File: config.mk
export PLATFORM = sky130hd
export DESIGN_NAME = window_burst_scheduler
export DESIGN_NICKNAME = d
export VERILOG_FILES = /design/src/rtl/window_burst_scheduler.sv
export SDC_FILE = /design/constraint.sdc
export NUM_CORES = 1
export LEC_CHECK = 0
export CORE_MARGIN = 4
export CORE_UTILIZATION = 49
export DETAILED_ROUTE_END_ITERATION = 16
export PLACE_DENSITY = 0.77
export SLEW_MARGIN = 10
export SYNTH_ARGS = -nofsm -noshare
export SYNTH_HDL_FRONTEND = slang
export SYNTH_SLANG_ARGS = --single-unit
File: constraint.sdc
create_clock -name clk -period 3.8 [get_ports clk]
set_clock_uncertainty 0.1 [all_clocks]
set_input_delay 0.38 -clock clk [delete_from_list [all_inputs] [get_ports clk]]
set_output_delay 0.38 -clock clk [all_outputs]
set_load 0.03 [all_outputs]
File: src/rtl/window_burst_scheduler.sv
// Issues whole-image read bursts from the sample FIFO to the windower; fifo_rd one cycle after start, win_vld READ_LAT later.
// No backpressure inside a burst: a burst starts only with a full image buffered and a free downstream slot.
module window_burst_scheduler #(
    parameter int LOG2_IMG_SIZE   = 10,
    parameter int LOG2_FIFO_DEPTH = 12,
    parameter int READ_LAT        = 1,
    parameter int MAX_CREDITS     = 2
) (
    input  logic                     clk,
    input  logic                     rst,
    input  logic                     enable,
    input  logic [LOG2_FIFO_DEPTH:0] fifo_count,
    output logic                     fifo_rd,
    input  logic                     img_done,
    output logic                     win_vld,
    output logic                     sof,
    output logic                     eof,
    output logic [2:0]               credits,
    output logic                     busy,
    output logic                     credit_err,
    output logic [15:0]              img_issued
);
    localparam int unsigned IMG = 1 << LOG2_IMG_SIZE;
    localparam logic [LOG2_FIFO_DEPTH:0] IMG_CNT    = (LOG2_FIFO_DEPTH+1)'(IMG);
    localparam logic [LOG2_FIFO_DEPTH:0] IMG_CNT_P1 = (LOG2_FIFO_DEPTH+1)'(IMG + 1);
    localparam logic [LOG2_IMG_SIZE-1:0] LAST_BEAT  = '1;
    localparam logic [2:0]               MAX_CR     = 3'(MAX_CREDITS);

    typedef enum logic {IDLE, BURST} state_t;

    state_t                   state;
    logic [LOG2_IMG_SIZE-1:0] cntr;
    logic [LOG2_IMG_SIZE-1:0] cntr_inc;
    logic                     rd_first;
    logic                     rd_last;
    logic                     last_beat;
    logic                     start;
    logic                     pipe_any;

    // On the last beat the count still includes this cycle's pop, hence IMG+1.
    always_comb begin
        cntr_inc  = cntr + 1'b1;
        last_beat = (state == BURST) && (cntr == LAST_BEAT);
        start     = 1'b0;
        if (enable && credits != 3'd0) begin
            if (state == IDLE)
                start = fifo_count >= IMG_CNT;
            else if (last_beat)
                start = fifo_count >= IMG_CNT_P1;
        end
    end

    always_ff @(posedge clk or negedge rst) begin
        if (!rst) begin
            state      <= IDLE;
            cntr       <= '0;
            fifo_rd    <= 1'b0;
            rd_first   <= 1'b0;
            rd_last    <= 1'b0;
            credits    <= MAX_CR;
            credit_err <= 1'b0;
            img_issued <= '0;
        end else begin
            if (start) begin
                state      <= BURST;
                fifo_rd    <= 1'b1;
                cntr       <= '0;
                rd_first   <= 1'b1;
                rd_last    <= 1'b0;
                img_issued <= img_issued + 16'd1;
            end else if (state == BURST && !last_beat) begin
                cntr     <= cntr_inc;
                rd_first <= 1'b0;
                rd_last  <= (cntr_inc == LAST_BEAT);
            end else begin
                state    <= IDLE;
                fifo_rd  <= 1'b0;
                cntr     <= '0;
                rd_first <= 1'b0;
                rd_last  <= 1'b0;
            end

            // A start and a returned image in the same cycle cancel out.
            if (start && !img_done)
                credits <= credits - 3'd1;
            else if (!start && img_done && credits != MAX_CR)
                credits <= credits + 3'd1;

            if (img_done && credits == MAX_CR)
                credit_err <= 1'b1;
        end
    end

    generate
        if (READ_LAT == 0) begin : g_nolat
            assign win_vld  = fifo_rd;
            assign sof      = rd_first;
            assign eof      = rd_last;
            assign pipe_any = 1'b0;
        end else begin : g_lat
            logic [2:0] stage [READ_LAT];

            always_ff @(posedge clk or negedge rst) begin
                if (!rst) begin
                    for (int i = 0; i < READ_LAT; i++)
                        stage[i] <= '0;
                end else begin
                    stage[0] <= {fifo_rd, rd_first, rd_last};
                    for (int i = 1; i < READ_LAT; i++)
                        stage[i] <= stage[i-1];
                end
            end

            assign {win_vld, sof, eof} = stage[READ_LAT-1];

            always_comb begin
                pipe_any = 1'b0;
                for (int i = 0; i < READ_LAT; i++)
                    pipe_any = pipe_any | stage[i][2];
            end
        end
    endgenerate

    assign busy = (state == BURST) || pipe_any;

endmodule

### Yosys cells after proc, flatten, opt, wreduce, memory -nomap -nowiden

Index checks and enable logic that the tools add are counted.
Widths: inputs -> output; s select.

* bits in read-only memories: 0
* bits in latches: 0
* input port bits: 17
* logic and storage cells: 44
* memories kept: 0
* memory bits (writable): 0
* output and inout port bits: 25
* register bits: 36

* equal/unequal tests: 5
* $lt $le $gt $ge: 2
* add/sub/neg operators: 4
* div/mod/pow operators: 0
* shift operators: 0
* bitwise gates (word level): 0
* reduce and logical (&&, ||, !) cells: 13
* multiply operators: 0
* muxes and demuxes: 12

Operators by type and width (number)
* $ge 13x11->1 const B: 2
* $eq 10x10->1 const B: 2
* $mux 10: 2
* $add 16x1->16 const B: 1
* $add 10x1->10 const B: 1
* $mux 1: 8
* $logic_and 1x1->1: 7
* $mux 3: 2
* $add 3x1->3 const B: 1
* $eq 3x2->1 const B: 1
* $logic_not 1->1: 3
* $ne 3x2->1 const B: 1
* $reduce_bool 3->1: 1
* $sub 3x1->3 const B: 1
* $ne 2x2->1 const B: 1
* $reduce_bool 2->1: 1
* $logic_or 1x1->1: 1

### Logic depth before layout (Yosys ltp)

* depth in word-level cells: 10
* depth in mapped cells: 12
* depth with buffers taken out: 12

### Worst setup path before layout

No wires, ideal clock.

* path type: flip-flop to flip-flop
* start point: register cntr[0]
* end point: register credits[2]
* data required time: 3566 ps
* cell stages (with the launch flop): 13
* buffers on the path: 0
* setup slack: 1113 ps
* data arrival time: 2454 ps
* path through: dfrtp_1 -> ha_1 -> nand4_4 -> o31ai_4 -> nand3b_4 -> clkinv_1 -> nand2b_1 -> fa_1 -> inv_1 -> nand2_1 -> and2_1 -> o21ai_0 -> o211ai_1

* longest elaborated chain between the ends: 9
* elaborated cells between the ends (all ways): 11

RTL lines
* from (decl): RTL line 32 `logic [LOG2_IMG_SIZE-1:0] cntr;`
* from (signal assigned): RTL line 72 `cntr <= cntr_inc;`
* $eq 10x10->1 *: RTL line 43 `last_beat = (state == BURST) && (cntr == LAST_BEAT);`
* $logic_and 1x1->1 *: RTL line 43
* $mux 1 *: RTL line 48 `else if (last_beat)`
* $mux 1 *: RTL line 46 `if (state == IDLE)`
* $mux 1 *: RTL line 45 `if (enable && credits != 3'd0) begin`
* via start: RTL line 37 `logic start;`
* $logic_not 1->1: RTL line 86 `else if (!start && img_done && credits != MAX_CR)`
* $logic_and 1x1->1 (2 in series): RTL line 86
* $reduce_bool 2->1 (no source line)
* to (signal assigned): RTL line 85 `credits <= credits - 3'd1;`
* to (signal assigned): RTL line 87 `credits <= credits + 3'd1;`
* to (decl): RTL line 18 `output logic [2:0] credits,`

The timed path passes the listed nets; every way through them passes the cells marked *.
A chain may end at the register's enable or synchronous reset.

### Worst setup path in the final report

Same ends and word-level chain as after synthesis.

==> summary.txt <==
largest net degree at the start of global routing: 37
CP startpoint kind: register
Distinct cells, synth: 42
Worst EP required: 3.86 ns
average cell area after synthesis: 10.7 sq um
First-pass DRT Iterations: 4
fmax: 305 MHz
clock latency on the worst-skew pair: 0.28 ns
Worst EP arrival: 3.33 ns
Async SR Flop Fraction: 1.00
Crit-path slowest cell: o31ai_4
sequential fraction of the synthesis area: 0.500
CTS root buf: clkbuf_8
buffers and inverters on the worst path: 2
FP Rows: 21
share of the synthesized area in the top cell type: 0.485
Placed Area: 2260 sq um
antenna violations before repair: 0
Final Setup Violations: 0
DRC violations left: 0
DR vias: 1399
Worst path max stage delay: 0.49 ns
Final TNS setup: 0 ns
H-tree levels: 2
Final HPWL DP: 2.80 mm
status: completed
port bufs: 41
Slew Limit Fails: 0
Mapped Cells: 168
Vias/cell: 5.34
hold-fix buffers at CTS: 0
Synthesized Nets: 189
Most used DFF post-synth: dfrtp_1
I/O pin cnt: 42
Worst Setup Path Type: register to register
Hold Fails Final Rpt: 0
die extent in x: 68.7 um
post-CTS setup buffer count: 0
vias in the first global route: 1459
Relative slew margins: 0.696
post-route minimum period: 3.27 ns
ANT cells: 0
crit path max fanout: 18
Layout area overhead: 31.5%
Starting Density: 0.524
fraction of layout cells with a size suffix above 1: 0.0926
most frequent cell after synthesis: dfrtp_1
Synth Register Bits: 36
pwr dens: 396 nW/um^2
chip height: 68.7 um
Post-Route WL: 3.82 mm
TritonCTS clock tree: yes
cts bufs inserted: 5
DRT antenna net count: 0
max cap viols: 0
GPL Wtd Cong: 0.849
initial DRC count: 103
top cells by count, synth: dfrtp_1, nand2_1, nor2_1, xor2_1, xnor2_1
synth top area cells: dfrtp_1, xor2_1, xnor2_1, nand2_1, nand3_1
Cell Area, Synth: 1800 sq um
worst hold path type: register to register
endpoint class of the critical path: register
maximum clock path buffer count: 2
RSZ-0062 raised after global routing: no
post-CTS sizing: 0
cells along the critical path: ha_1, nand4_4, o31ai_4, nand3b_4, clkinv_1, nand2b_1, fa_1, inv_1, nand2_1, and2_1, o21ai_0, o211ai_1
yosys warns: 0
grt ovf: 0
first-pass GRT wire length: 6.55 mm
cell family with most CP delay: simple AND/OR/NAND/NOR gates
Worst-Margin Slew: 0.456 ns
WL/cell: 14.6 um
period utilisation layout: 0.862
fin nets: 236
Yosys top cell by area: dfrtp_1
GRT Total Usage: 0.188
Peak VDD IR: 0.000393 V
DIE AREA: 4720 sq um
EDFF count, synth: 0
Design Area, Final: 2370 sq um
Core Region: 3440 sq um
Leak: 1.04 nW
Sink Count: 36
Clock Pin Slew Worst Setup and Hold Paths: 0.07 ns
layout by cell type, fill, tap and decap left out, types with 2 or more instances in the layout:
cell type,n
o21ai_0,4
ha_1,3
dfrtp_1,35
nor4_1,6
xor2_1,13
nor4b_1,2
clkdlybuf4s50_1,41
nand4_1,4
nand2_1,16
nor3_2,5
xnor2_1,12
clkbuf_8,5
nor2_1,13
inv_1,7
nand3_1,11
and3_1,2
a21oi_1,2
and2_1,4
nand2b_1,4
sequential cells by signal (all words and copies together) (netlist names):
name / count
rd_first: 1
state: 1
rd_last: 1
g_lat.stage: 3
credits: 3
cntr: 10
credit_err: 1
img_issued: 16
path summary, 6_finish.rpt:
path | from | endpoint | slack (ns) | cells past startpoint
max | cntr[0] | credits[2] | 0.53 | 12
max reg2reg | cntr[0] | credits[2] | 0.53 | 12
min reg2reg | rd_first | g_lat.stage[1] | 0.25 | 0
max in group asynchronous | rst | credits[1] | 2.84 | 2
min | rd_first | g_lat.stage[1] | 0.25 | 0
min in group asynchronous | rst | cntr[6] | 0.41 | 2
cell type report:
cell class	instances	area (sq um)
multi-input combinational	122	857
clock inverter	2	35.0
tap	46	57.6
sequential	36	902
inverter	8	30.0
fill	284	1070
clock buffer	6	72.6
timing repair buffer	42	418
layer usage:
layer / GRT usage / vias up / wire length [um]
li1: - / 679 / -
met1: 0.242 / 688 / 1780
met2: 0.298 / 28 / 1870
met3: 0.0535 / 4 / 132
met4: 0.0720 / 0 / 31
met5: 0 / - / 0
report_power, final:
| part | switching, mW | internal, mW |
|---|---|---|
| registers | 0.0307 | 0.404 |
| clock network | 0.133 | 0.195 |
| logic | 0.0936 | 0.0844 |
cells by family (layout without fill, tap and decap cells):
| kind of cell | count (synthesis) | in the layout | synth area share |
|---|---|---|---|
| DFF | 36 | 36 | 0.500 |
| buffers and inverters | 10 | 58 | 0.0250 |
| adders and majority gates | 4 | 4 | 0.0319 |
| and+or+nand+nor | 76 | 76 | 0.248 |
| AOI/OAI and AO/OA | 15 | 15 | 0.0624 |
| xor gates and xnor gates | 25 | 25 | 0.121 |
| muxes | 2 | 2 | 0.0118 |
worst register-to-register path, stage by stage, from the launching register on:
cell,delay [ns]
dfrtp_1,0.43
ha_1,0.31
nand4_4,0.18
o31ai_4,0.49
nand3b_4,0.30
clkinv_1,0.25
nand2b_1,0.10
fa_1,0.37
inv_1,0.10
nand2_1,0.07
and2_1,0.17
o21ai_0,0.18
o211ai_1,0.11
stage by stage:
step                      total power [mW]   util  std cells  hold WS [ns]  worst slack (ns)
final                                0.940  0.689        262         0.250             0.525
after CTS                            0.950  0.689        262         0.251             0.567
after detailed placement             0.621  0.658        254         0.236             0.588
after floorplan                      0.539      -        168       -0.0156              1.11
after global routing                 0.991  0.689        262         0.266             0.289
after global placement               0.610  0.658        254         0.239             0.769
No activity file was read; power rests on OpenSTA's default activity.
